File: config.mk
export PLATFORM = sky130hd
export DESIGN_NAME = spad_drain_ctrl
export DESIGN_NICKNAME = d
export VERILOG_FILES = /design/src/rtl/booth_pe_pkg.sv /design/src/rtl/spad_skid_buf.sv /design/src/rtl/spad_drain_ctrl.sv
export SDC_FILE = /design/constraint.sdc
export NUM_CORES = 1
export LEC_CHECK = 0
export CAP_MARGIN = 20
export CELL_PAD_IN_SITES_DETAIL_PLACEMENT = 0
export CELL_PAD_IN_SITES_GLOBAL_PLACEMENT = 1
export CORE_MARGIN = 4
export CORE_UTILIZATION = 47
export CTS_CLUSTER_DIAMETER = 120
export DETAILED_ROUTE_END_ITERATION = 10
export PLACE_DENSITY = 0.9
export SETUP_SLACK_MARGIN = 0.4
export SYNTH_ARGS = -nofsm -noshare
export SYNTH_HDL_FRONTEND = slang
export SYNTH_HIERARCHICAL = 1
export SYNTH_SLANG_ARGS = --single-unit
File: constraint.sdc
create_clock -name clk -period 7.8 [get_ports clk]
set_input_delay 0.78 -clock clk [delete_from_list [all_inputs] [get_ports clk]]
set_output_delay 0.78 -clock clk [all_outputs]
set_load 0.01 [all_outputs]
File: src/rtl/booth_pe_pkg.sv
// Shared definitions for the Booth PE scratchpad row logic.
//   - drain_state_e : tile sequencer states
//   - DEFAULT_DEPTH : words per tile, equal to the SPad 9-slot pointer wrap
//   - SPAD_DATA_WIDTH : SPad word width derived from the array size
package booth_pe_pkg;

  localparam int MATRIX_SIZE     = 3;
  // Worst-case accumulation range of a 3x3 tile: $clog2(768) - 1 = 9 bits.
  localparam int SPAD_DATA_WIDTH = $clog2(MATRIX_SIZE * 256) - 1;
  localparam int DEFAULT_DEPTH   = 9;

  typedef enum logic [2:0] {
    IDLE,
    CLEAR,
    ACCUM,
    DRAIN,
    FLUSH,
    DONE
  } drain_state_e;

endpackage

File: src/rtl/spad_skid_buf.sv
// Two-entry FIFO between the tail SPad read port and the result collector.
// Entries are held in a head/tail register pair, so the head (the
// output word) always comes straight from a flop.
//   clk, reset_n   : clock, async active-low reset
//   flush          : drop all entries
//   push/push_data : write one entry (caller guarantees space)
//   pop            : consume the head (caller guarantees head_valid)
//   head_valid/head_data : oldest entry
//   occupancy      : number of valid entries, 0..2
module spad_skid_buf #(
  parameter int W = 10
) (
  input  logic         clk,
  input  logic         reset_n,
  input  logic         flush,
  input  logic         push,
  input  logic [W-1:0] push_data,
  input  logic         pop,
  output logic         head_valid,
  output logic [W-1:0] head_data,
  output logic [1:0]   occupancy
);

  logic         tail_valid;
  logic [W-1:0] tail_data;

  assign occupancy = {1'b0, head_valid} + {1'b0, tail_valid};

  always_ff @(posedge clk or negedge reset_n) begin
    if (!reset_n) begin
      head_valid <= 1'b0;
      tail_valid <= 1'b0;
      head_data  <= '0;
      tail_data  <= '0;
    end else if (flush) begin
      head_valid <= 1'b0;
      tail_valid <= 1'b0;
      head_data  <= '0;
      tail_data  <= '0;
    end else if (pop) begin
      if (tail_valid) begin
        // Tail advances to head; a concurrent push refills the tail.
        head_data  <= tail_data;
        tail_valid <= push;
        if (push) tail_data <= push_data;
      end else begin
        head_valid <= push;
        if (push) head_data <= push_data;
      end
    end else if (push) begin
      if (!head_valid) begin
        head_valid <= 1'b1;
        head_data  <= push_data;
      end else if (!tail_valid) begin
        tail_valid <= 1'b1;
        tail_data  <= push_data;
      end
    end
  end

endmodule

File: src/rtl/spad_drain_ctrl.sv
// Per-row tile sequencer for the Booth PE scratchpad chain: clears the
// row's SPads, waits for acc_beats tail write beats, then drains DEPTH
// words through a 2-entry buffer with a valid/ready handshake.
//   start/abort/acc_beats       : tile control
//   spad_w_valid                : tail SPad write beat
//   spad_read_ready/spad_r_data : tail SPad read side (data 1 cycle after req)
//   spad_inner_reset            : one-cycle clear to all row SPads
//   spad_read_req               : read strobe to the tail SPad
//   out_valid/out_ready/out_data/out_last : result stream
//   busy/done/err_timeout       : status
module spad_drain_ctrl
  import booth_pe_pkg::*;
#(
  parameter int DATA_WIDTH = SPAD_DATA_WIDTH,
  parameter int DEPTH      = DEFAULT_DEPTH,
  parameter int BEAT_W     = 16,
  parameter int TIMEOUT    = 1024
) (
  input  logic                  clk,
  input  logic                  reset_n,
  input  logic                  start,
  input  logic                  abort,
  input  logic [BEAT_W-1:0]     acc_beats,
  input  logic                  spad_w_valid,
  input  logic                  spad_read_ready,
  input  logic [DATA_WIDTH-1:0] spad_r_data,
  output logic                  spad_inner_reset,
  output logic                  spad_read_req,
  output logic                  out_valid,
  input  logic                  out_ready,
  output logic [DATA_WIDTH-1:0] out_data,
  output logic                  out_last,
  output logic                  busy,
  output logic                  done,
  output logic                  err_timeout
);

  localparam int IDX_W = $clog2(DEPTH + 1);
  localparam int TMO_W = $clog2(TIMEOUT + 1);
  localparam logic [IDX_W-1:0] DEPTH_L  = IDX_W'(DEPTH);
  localparam logic [IDX_W-1:0] DEPTH_M1 = IDX_W'(DEPTH - 1);
  localparam logic [TMO_W-1:0] TMO_LAST = TMO_W'(TIMEOUT - 1);

  drain_state_e      state;
  logic [BEAT_W-1:0] acc_beats_q;
  logic [BEAT_W-1:0] beat_cnt;
  logic [TMO_W-1:0]  tmo_cnt;
  logic [IDX_W-1:0]  rd_issued;
  logic              infl;       // read issued last cycle, data on spad_r_data now
  logic              infl_last;  // that read was drain index DEPTH-1
  logic [1:0]        occ;
  logic              pop;
  logic              kill;
  logic              credit_ok;

  assign kill = abort && (state != IDLE);
  assign pop  = out_valid && out_ready;

  // SPad data cannot be stalled, so a read is only issued when the buffer
  // is guaranteed a free slot when its data lands. This cycle's pop is
  // counted so the 2-entry buffer sustains one word per cycle at full rate.
  assign credit_ok     = (int'(occ) + int'(infl) - int'(pop)) < 2;
  assign spad_read_req = (state == DRAIN) && !abort && (rd_issued < DEPTH_L) && credit_ok;

  spad_skid_buf #(.W(DATA_WIDTH + 1)) u_buf (
    .clk        (clk),
    .reset_n    (reset_n),
    .flush      (kill),
    .push       (infl),
    .push_data  ({infl_last, spad_r_data}),
    .pop        (pop),
    .head_valid (out_valid),
    .head_data  ({out_last, out_data}),
    .occupancy  (occ)
  );

  always_ff @(posedge clk or negedge reset_n) begin
    if (!reset_n) begin
      state            <= IDLE;
      acc_beats_q      <= '0;
      beat_cnt         <= '0;
      tmo_cnt          <= '0;
      rd_issued        <= '0;
      infl             <= 1'b0;
      infl_last        <= 1'b0;
      spad_inner_reset <= 1'b0;
      busy             <= 1'b0;
      done             <= 1'b0;
      err_timeout      <= 1'b0;
    end else begin
      spad_inner_reset <= 1'b0;
      done             <= 1'b0;
      infl             <= spad_read_req;
      infl_last        <= (rd_issued == DEPTH_M1);
      if (spad_read_req) rd_issued <= rd_issued + 1'b1;

      if (kill) begin
        // Abort wins over everything; in-flight data is dropped.
        state            <= IDLE;
        busy             <= 1'b0;
        spad_inner_reset <= 1'b1;
        infl             <= 1'b0;
      end else begin
        unique case (state)
          IDLE: if (start) begin
            state            <= CLEAR;
            busy             <= 1'b1;
            spad_inner_reset <= 1'b1;
            acc_beats_q      <= acc_beats;
            err_timeout      <= 1'b0;
            beat_cnt         <= '0;
            tmo_cnt          <= '0;
            rd_issued        <= '0;
          end
          CLEAR: begin
            if (acc_beats_q == '0) begin
              state <= DONE;
              done  <= 1'b1;
            end else begin
              state <= ACCUM;
            end
          end
          ACCUM: begin
            if (spad_w_valid && (beat_cnt != acc_beats_q)) beat_cnt <= beat_cnt + 1'b1;
            tmo_cnt <= tmo_cnt + 1'b1;
            // Completion beats a simultaneous timeout.
            if ((beat_cnt == acc_beats_q) && spad_read_ready) begin
              state <= DRAIN;
            end else if (tmo_cnt == TMO_LAST) begin
              state            <= IDLE;
              busy             <= 1'b0;
              err_timeout      <= 1'b1;
              spad_inner_reset <= 1'b1;
            end
          end
          DRAIN: if (spad_read_req && (rd_issued == DEPTH_M1)) state <= FLUSH;
          FLUSH: begin
            // Buffer empties on this edge (last word popped, nothing landing).
            if ((int'(occ) + int'(infl) - int'(pop)) == 0) begin
              state <= DONE;
              done  <= 1'b1;
            end
          end
          DONE: begin
            state <= IDLE;
            busy  <= 1'b0;
          end
          default: begin
            state <= IDLE;
            busy  <= 1'b0;
          end
        endcase
      end
    end
  end

endmodule

==> impl_metrics.tcl <==
set metrics [dict create \
    status "completed" \
    p_seq_share_pct 44.6 \
    worstPathRequired_ns 7.02 \
    drt_wl_total_um 8260 \
    rr_startpoint "u_buf/head_valid$_DFFE_PN0P_" \
    grt_max_degree 79 \
    period_minus_slack_ns 4.27 \
    max_slew.worst_pin.slew_ns 0.846 \
    start_kind "primary input" \
    synth_warnings 6 \
    swShare_pct 35.8 \
    drt.antenna.violating_nets 0 \
    pin_count 48 \
    worstSetupPathType "in -> out" \
    cts_root_buf "clkbuf_8" \
    cts_setup_buffers 0 \
    final_common_cell "dfrtp_1" \
    cp-end-kind "output port" \
    cts_tree "done" \
    port-buffer-count 47 \
    drc 0 \
    clkLatencyLatePin_ns 0.35 \
    wire_per_inst_um 14.3 \
    p_sw_uw 462 \
    place_hpwl_um 5860 \
    cap_violations 0 \
    overflow 0 \
    grt_usage_pct 17.2 \
    synth_fp_nets 463 \
    slew_headroom_pct 43.5 \
    grt_pass1_wl_um 14000 \
    clock_sinks 78 \
    synth_cell_types 54 \
    postCtsResizedCells 0 \
    synth_edf_count 0 \
    ys_ff_latch 78 \
    clk_pin_slew_worst_paths_ns 0.08 \
    timing.fmax_mhz 234 \
    die_area_um2 10400 \
    grt_pass1_vias 3011 \
    hold_viol 0 \
    p_clk_share_pct 20.2 \
    finalCritPeriodShare_pct 54.8 \
    yosys_most_used_dff "dfrtp_1" \
    start_util_pct 48.0 \
    setup_violations 0 \
    diodes 0 \
    finalNetCount 504 \
    cts_hold_buf 0 \
    leakagePower_nw 2.15 \
    clockBufferDepth 2 \
    drt-initial-drc-count 86 \
    dp_slack_ns 3.53 \
    core_um2 8640 \
    die_x_um 102 \
    cts_buffers 9 \
    fin_tns_setup_ns 0 \
    ir_drop_v 0.000130 \
    ys_seq_area_share_pct 47.0 \
    first_pass_iters 4 \
    vias 3066 \
    async_flop_share_pct 100 \
    met3_usage_pct 3.00 \
    reg2reg_slack_ns 4.98 \
    avgSynthCellArea_um2 9.81 \
    layout_setup_ws_ns 3.53 \
    grt-busiest-layer "met2" \
    gp_congestion 0.791 \
    grt_antenna_before_repair 0 \
    clock_skew_ns 0.0102 \
    reg2reg_depth 8 \
    syn_inst 423 \
    cp_max_fo 6 \
    netlist_area_um2 4150 \
    htree_levels 3 \
    combPwrFrac_pct 35.1 \
    p_int_uw 827 \
    rr_endpoint "state[1]$_DFFE_PN0P_" \
    layout_common_cells "dfrtp_1, nand2_1, clkdlybuf4s50_1, nor2_1, xnor2_1" \
    rsz0062_at_grt "false" \
    power.density_nw_per_um2 265 \
    use_met1_pct 22.2 \
    worstHoldPathType "in -> async" \
    layout-drive-gt1-share_pct 9.17 \
    drv_slew 0 \
    viasPerCell 5.31 \
    area_growth_pct 17.1 \
    fp.dieH_um 102 \
    num_rows 34 \
    use_met2_pct 28.8 \
    arrival_ns 3.49 \
]
synthesized netlist by cell type, types with 9 or more instances:
| cell | n | area share [%] |
|---|---|---|
| nor2_1 | 29 | 2.6 |
| a21oi_1 | 11 | 1.3 |
| xnor2_1 | 29 | 6.1 |
| mux2i_1 | 23 | 5.5 |
| nand3_1 | 14 | 1.7 |
| clkbuf_1 | 14 | 1.3 |
| nor4_1 | 9 | 1.4 |
| nor3_1 | 11 | 1.3 |
| mux2_2 | 10 | 2.7 |
| nand2_1 | 69 | 6.2 |
| dfrtp_1 | 78 | 47 |
| o21ai_0 | 12 | 1.4 |
| nand2b_1 | 26 | 3.9 |
| nand4_1 | 10 | 1.5 |
sequential cells by signal (all words and copies together), names as in the netlist:
| signal | count |
|---|---|
| state | 3 |
| u_buf/head_data | 10 |
| acc_beats_q | 16 |
| busy | 1 |
| u_buf/tail_data | 10 |
| infl_last | 1 |
| rd_issued | 4 |
| u_buf/head_valid | 1 |
| spad_inner_reset | 1 |
| infl | 1 |
| tmo_cnt | 11 |
| err_timeout | 1 |
| beat_cnt | 16 |
| done | 1 |
| u_buf/tail_valid | 1 |
metrics by stage:
step	total power [mW]	util, %	cell area, um2	hold slack [ns]	instances
floorplan	0.882	-	4150	0.454	423
global placement	1.03	54.1	4670	0.472	560
detailed placement	1.04	54.1	4670	0.486	560
CTS	1.30	56.0	4840	0.502	576
global route	1.39	56.2	4860	0.429	577
finish	1.29	56.2	4860	0.394	577
area by class of cell:
class	instances	area, um2
fill	771	3780
multi-input combinational	317	2070
sequential	78	1950
timing repair buffer	51	510
tap	108	135
clock buffer	9	124
clock inverter	7	41.3
inverter	7	26.3
worst max-delay path by stage:
stage | start | end | slack [ns] | cells past startpoint
6_report | out_ready | spad_read_req | 3.53 | 9
5_1_grt | out_ready | spad_read_req | 3.36 | 9
4_1_cts | out_ready | spad_read_req | 3.52 | 9
3_5_place_dp | out_ready | spad_read_req | 3.53 | 9
3_3_place_gp | out_ready | spad_read_req | 3.59 | 9
2_1_floorplan | out_ready | spad_read_req | 4.56 | 8
per-layer routing:
metal | part of all wire [%] | up-vias
met3 | 4.4 | 14
li1 | - | 1525
met1 | 46 | 1468
met2 | 48 | 59
met4 | 2.1 | 0
met5 | 0 | -
critical path: stages:
cell             delay [ns]
clkdlybuf4s50_1        0.47
and2_1                 0.22
xor2_1                 0.10
ha_1                   0.23
fa_1                   0.41
xnor2_1                0.15
o32ai_1                0.21
and3b_1                0.34
clkdlybuf4s50_1        0.58
kinds of logic after synthesis:
| family | Yosys count | share of synthesized area, % |
|---|---|---|
| multiplexers | 33 | 8.26 |
| buffers and inverters | 28 | 3.11 |
| adder cells (fa/ha/maj) | 8 | 2.59 |
| XOR/XNOR | 36 | 7.60 |
| AND/OR/NAND/NOR | 201 | 25.2 |
| flip-flops | 78 | 47.0 |
| AO/OA/AOI/OAI | 39 | 6.18 |
power groups by stage:
| stage | Combinational (mW) | Clock [mW] | Sequential (mW) |
|---|---|---|---|
| finish | 0.453 | 0.260 | 0.575 |
| global route | 0.512 | 0.287 | 0.591 |
| CTS | 0.461 | 0.267 | 0.577 |
| detailed placement | 0.460 | 0 | 0.585 |
| global placement | 0.449 | 0 | 0.580 |
| floorplan | 0.313 | 0 | 0.569 |
No activity file was read; power rests on OpenSTA's default activity.
